===== config.mk =====
export PLATFORM = sky130hd
export DESIGN_NAME = mem_arbiter
export DESIGN_NICKNAME = d
export VERILOG_FILES = /design/src/rtl/cpu_types_pkg.sv /design/src/rtl/arb_streak_ctr.sv /design/src/rtl/mem_arbiter.sv
export SDC_FILE = /design/constraint.sdc
export NUM_CORES = 1
export LEC_CHECK = 0
export ABC_AREA = 1
export BUFFER_PORTS_ARGS = -buffer_cell sky130_fd_sc_hd__buf_2
export CORE_AREA = 5 5 100 102
export CTS_BUF_LIST = sky130_fd_sc_hd__clkbuf_16
export DETAILED_ROUTE_END_ITERATION = 8
export DIE_AREA = 0 0 105 107
export PLACE_DENSITY = 0.63
export SYNTH_ARGS = -nofsm -noshare
export SYNTH_HDL_FRONTEND = slang
export SYNTH_HIERARCHICAL = 1
export SYNTH_SLANG_ARGS = --single-unit

===== constraint.sdc =====
create_clock -name CLK -period 2.57 [get_ports CLK]
set_clock_uncertainty 0.1 [all_clocks]
set_input_delay 0.1285 -clock CLK [delete_from_list [all_inputs] [get_ports CLK]]
set_output_delay 0.1285 -clock CLK [all_outputs]
set_load 0.01 [all_outputs]

===== src/rtl/cpu_types_pkg.sv =====
// Shared types for the memory arbiter: RAM status, arbiter states, word type,
// and the grant-selection helper.
package cpu_types_pkg;

  typedef logic [31:0] word_t;

  typedef enum logic [1:0] {
    FREE   = 2'd0,
    BUSY   = 2'd1,
    ACCESS = 2'd2,
    ERROR  = 2'd3
  } ramstate_t;

  typedef logic [1:0] arb_state_t;

  localparam arb_state_t IDLE    = 2'd0;
  localparam arb_state_t GRANT_I = 2'd1;
  localparam arb_state_t GRANT_D = 2'd2;

  // Data wins unless a pending fetch has waited out a full data streak.
  function automatic arb_state_t arbitrate(input logic i_req, input logic d_req,
                                           input logic fetch_due);
    arb_state_t grant;
    if (d_req && !(i_req && fetch_due)) begin
      grant = GRANT_D;
    end else if (i_req) begin
      grant = GRANT_I;
    end else begin
      grant = IDLE;
    end
    return grant;
  endfunction

endpackage


===== src/rtl/arb_streak_ctr.sv =====
// Saturating count of consecutive data completions made while a fetch waits.
// Exposes the next-cycle value so arbitration can react in the completion cycle.
module arb_streak_ctr #(
  parameter int unsigned MAX_D_STREAK = 4,
  parameter int unsigned CNT_W        = $clog2(MAX_D_STREAK + 1)
) (
  input  logic             CLK,
  input  logic             RST,
  input  logic             inc,
  input  logic             clr,
  output logic [CNT_W-1:0] streak_nxt
);

  logic [CNT_W-1:0] streak_q;

  always_comb begin
    streak_nxt = streak_q;
    if (clr) begin
      streak_nxt = '0;
    end else if (inc && (streak_q != CNT_W'(MAX_D_STREAK))) begin
      streak_nxt = streak_q + 1'b1;
    end
  end

  always_ff @(posedge CLK or posedge RST) begin
    if (RST) begin
      streak_q <= '0;
    end else begin
      streak_q <= streak_nxt;
    end
  end

endmodule


===== src/rtl/mem_arbiter.sv =====
// Shares one single-ported RAM between instruction fetch and data access, data first
// with a bounded streak. Define ARB_STATS_EN to add grant and fetch-stall counters.
module mem_arbiter
  import cpu_types_pkg::*;
#(
  parameter int unsigned ADDR_W       = 32,
  parameter int unsigned DATA_W       = 32,
  parameter int unsigned MAX_D_STREAK = 4
) (
  input  logic              CLK,
  input  logic              RST,
  input  logic              iREN,
  input  logic [ADDR_W-1:0] iaddr,
  output logic [DATA_W-1:0] iload,
  output logic              iwait,
  input  logic              dREN,
  input  logic              dWEN,
  input  logic [ADDR_W-1:0] daddr,
  input  logic [DATA_W-1:0] dstore,
  output logic [DATA_W-1:0] dload,
  output logic              dwait,
  output logic              ramREN,
  output logic              ramWEN,
  output logic [ADDR_W-1:0] ramaddr,
  output logic [DATA_W-1:0] ramstore,
  input  logic [DATA_W-1:0] ramload,
  input  logic [1:0]        ramstate
`ifdef ARB_STATS_EN
  ,
  output word_t             i_grants,
  output word_t             d_grants,
  output word_t             i_stall_cycles
`endif
);

  localparam int unsigned CNT_W = $clog2(MAX_D_STREAK + 1);

  arb_state_t       state_q, state_d, next_grant;
  logic             d_req, ram_access, i_done, d_done, fetch_due;
  logic [CNT_W-1:0] streak_nxt;

  assign d_req      = dREN | dWEN;
  assign ram_access = (ramstate_t'(ramstate) == ACCESS);
  assign i_done     = !RST && (state_q == GRANT_I) && iREN && ram_access;
  assign d_done     = !RST && (state_q == GRANT_D) && d_req && ram_access;

  arb_streak_ctr #(
    .MAX_D_STREAK (MAX_D_STREAK),
    .CNT_W        (CNT_W)
  ) u_streak (
    .CLK        (CLK),
    .RST        (RST),
    .inc        (d_done),
    .clr        (i_done | ~iREN),
    .streak_nxt (streak_nxt)
  );

  // Uses the post-update streak so the grant after the last allowed data access
  // already goes to fetch, with no bubble.
  assign fetch_due  = (streak_nxt == CNT_W'(MAX_D_STREAK));
  assign next_grant = arbitrate(iREN, d_req, fetch_due);

  always_comb begin
    state_d  = state_q;
    ramREN   = 1'b0;
    ramWEN   = 1'b0;
    ramaddr  = '0;
    ramstore = '0;
    iwait    = iREN;
    dwait    = d_req;
    iload    = ramload;
    dload    = ramload;
    if (!RST) begin
      case (state_q)
        IDLE: state_d = next_grant;
        GRANT_I: begin
          if (!iREN) begin
            state_d = next_grant;
          end else begin
            ramREN  = 1'b1;
            ramaddr = iaddr;
            if (i_done) begin
              iwait   = 1'b0;
              state_d = next_grant;
            end
          end
        end
        GRANT_D: begin
          if (!d_req) begin
            state_d = next_grant;
          end else begin
            ramWEN   = dWEN;
            ramREN   = ~dWEN;
            ramaddr  = daddr;
            ramstore = dstore;
            if (d_done) begin
              dwait   = 1'b0;
              state_d = next_grant;
            end
          end
        end
        default: state_d = IDLE;
      endcase
    end
  end

  always_ff @(posedge CLK or posedge RST) begin
    if (RST) begin
      state_q <= IDLE;
    end else begin
      state_q <= state_d;
    end
  end

`ifdef ARB_STATS_EN
  always_ff @(posedge CLK or posedge RST) begin
    if (RST) begin
      i_grants       <= '0;
      d_grants       <= '0;
      i_stall_cycles <= '0;
    end else begin
      if (i_done) i_grants <= i_grants + 1'b1;
      if (d_done) d_grants <= d_grants + 1'b1;
      if (iREN && iwait) i_stall_cycles <= i_stall_cycles + 1'b1;
    end
  end
`endif

endmodule


==> out/metrics.csv <==
stage,metric,value,unit
floorplan,die_area,0.0112,mm2
power,p_sw,0.000527,W
route,dr_total_vias,1992,
status,outcome,"complete, no violations",
floorplan,die_h,107,um
grt,overflow,0,
sta,fin_setup_tns,0,ps
worst_setup_path,critPathCaptureType,output port,
worst_setup_path,crit_arrival,2060,ps
worst_setup_path,critPathMaxFanout,33,
sta,maxSlewViolCount,0,
power,vdd.ir_drop.worst,0.000374,V
sta,max_freq,0.436,GHz
grt,grt-busiest-layer,met2,
grt,track_usage,9.61,%
grt,grt_pass1_wl,9250,um
clocking,cts_tree,built,
floorplan,start_util,18.4,%
sta,period_needed,2290,ps
sta,worst_pin_slew,1050,ps
sta,rsz0062_at_grt,false,
route,antenna_left,0,
worst_setup_path,slowest_delay,790,ps
synth,synth_fp_nets,423,
worst_setup_path,required,2340,ps
power,p_comb_share,67.4,%
route,routed_via_density,4.02,
synth,synth_cells,283,
worst_setup_path,cp-start-kind,flop,
synth,ys_seq_elements,5,
route,drt_pass1_iterations,4,
clocking,cts_resized,0,
grt,use_met2,16.4,%
place,post-place-ws,409,ps
power,pwr-share-clk,22.9,%
grt,antenna_found_initial,0,
worst_setup_path,ff2ff_setup_slack,380,ps
worst_setup_path,crit_chain,inv_1 > ha_1 > or2_1 > nor2_1 > buf_2,
power,power_frac_seq,9.7,%
cells_and_area,nNetsFinal,525,
floorplan,coreArea,0.00902,mm2
cells_and_area,antenna_cells,0,
run,cap_violations,0,
clocking,clock-sinks,5,
clocking,clockRootBuffer,clkbuf_16,
synth,seq_area_frac_synth,7.52,%
place,placed_cell_area,0.00210,mm2
route,routedWlPerCell,12.5,um
clocking,cts_buffers,3,
power,p_leak,1.45,nW
grt,grt_pass1_vias,1959,
synth,ys.warnings.count,6,
power,intPower,0.000586,W
place,io_buffers,170,
power,power_density,509,mW/mm2
cells_and_area,area_growth_syn_to_layout,31.4,%
grt,grt_util_met1,10.1,%
cells_and_area,final_cell_mix,"buf_2 (170), nor2_1 (75), inv_1 (49)",
power,power.share.switching,47.4,%
cells_and_area,final_common_cell,buf_2,
cells_and_area,final_core_util,24.2,%
synth,avgSynthCellArea,5.88,um2
grt,grt_max_degree,34,
synth,mappedNetlistArea,0.00166,mm2
worst_setup_path,slowest_stage,or2_1,
floorplan,die_w,105,um
cells_and_area,drive_gt1_share,47.9,%
sta,setup_violations,0,
floorplan,io_pins,267,
cells_and_area,finalInstanceArea,0.00219,mm2
sta,hold_viol_final,0,
clocking,cts.htree.levels,1,
synth,yosysUniqueCellTypes,22,
route,route.detailed.drc,0,
clocking,clk_pin_slew,30,ps
clocking,clk_latency,230,ps
floorplan,num_rows,35,
worst_setup_path,setup.worst_path.class,flop to output port,
place,routabilityCongestion,0.825,
sta,setup_ws,279,ps
route,drtIter0Drc,87,
place,place_hpwl,5290,um
clocking,ctsLongestPathBuffers,2,
sta,relSlewSlack,29.9,%
power,finalPower,0.00111,W
sta,min_period_over_period,89.1,%
route,routed_wl,6170,um
min_path,hold_path.class,input pin to output port,
grt,grt_util_met3,3.49,%
## metal layers
layer  routed length [um]  vias to the layer above
met1                 2170                      851
met4                  327                        0
li1                     -                     1002
met5                    0                        -
met3                  575                       35
met2                 3100                      104
## final timing paths
kind,from,end,cells past startpoint
worst max-delay path,state_q[0],ramaddr[5],5
worst min-delay path,ramload[11],iload[11],0
worst max register to register,state_q[0],state_q[1],17
worst min register to register,state_q[1],state_q[1],2
max in group asynchronous,RST,state_q[1],3
min in group asynchronous,RST,u_streak/streak_q[0],3
## worst max-delay path, delay by kind of cell (launching register included)
kind	cells	cell delay [ps]
buf+inv	2	250
flops	1	380
fa+ha+maj	1	270
simple gates	2	920
## synth_stat cells, drive strengths merged
library cell / number / area, um2
buf: 74 / 568
inv: 50 / 188
clkbuf: 3 / 11.3
ha: 5 / 62.6
a21oi: 4 / 20.0
or2: 2 / 12.5
dfrtp: 5 / 125
o21ai: 1 / 5.00
a22oi: 32 / 240
nand4: 1 / 6.26
nand2: 24 / 100
nand3: 3 / 15.0
nor3: 1 / 5.00
nor2: 78 / 305
## power by group through the flow
stage / registers (W) / clock network (W) / logic [W]
floorplan: 0.000105 / 0 / 0.000632
global placement: 0.000107 / 0 / 0.000739
detailed placement: 0.000108 / 0 / 0.000759
CTS: 0.000107 / 0.000258 / 0.000763
global route: 0.000110 / 0.000265 / 0.000852
finish: 0.000108 / 0.000255 / 0.000751
## stage by stage
step	hold slack (ps)	instances
finish	157	495
global route	157	495
CTS	157	495
global placement	-71.2	490
floorplan	-218	283
detailed placement	-67.0	490
## area by class of cell
class / instances / area [um2]
repair buffers: 174 / 883
clock inverters: 1 / 3.75
inverters: 50 / 188
fillers: 1049 / 6840
flip-flops and latches: 5 / 125
multi-input cells: 151 / 772
well taps: 111 / 139
clock buffers: 3 / 75.1
## kinds of logic (layout without fill, tap and decap cells)
kind of cell	Yosys count	in the layout	share of synthesized area [%]
DFF	5	5	7.52
and+or+nand+nor	109	109	26.7
adders and majority gates	5	5	3.76
AOI/OAI and AO/OA	37	37	15.9
buffers and inverters	127	228	46.1
## sequential cells by signal, indices dropped and copies added, names as in the netlist
signal	cells
u_streak/streak_q	3
state_q	2
## what timing repair did
| item | 4_1_cts | 5_1_grt |
|---|---|---|
| endpoints found under the hold margin | 5 | 0 |
| hold buffers | 1 | 0 |
| buffers inserted | 0 | 0 |
No activity file was read; power rests on OpenSTA's default activity.
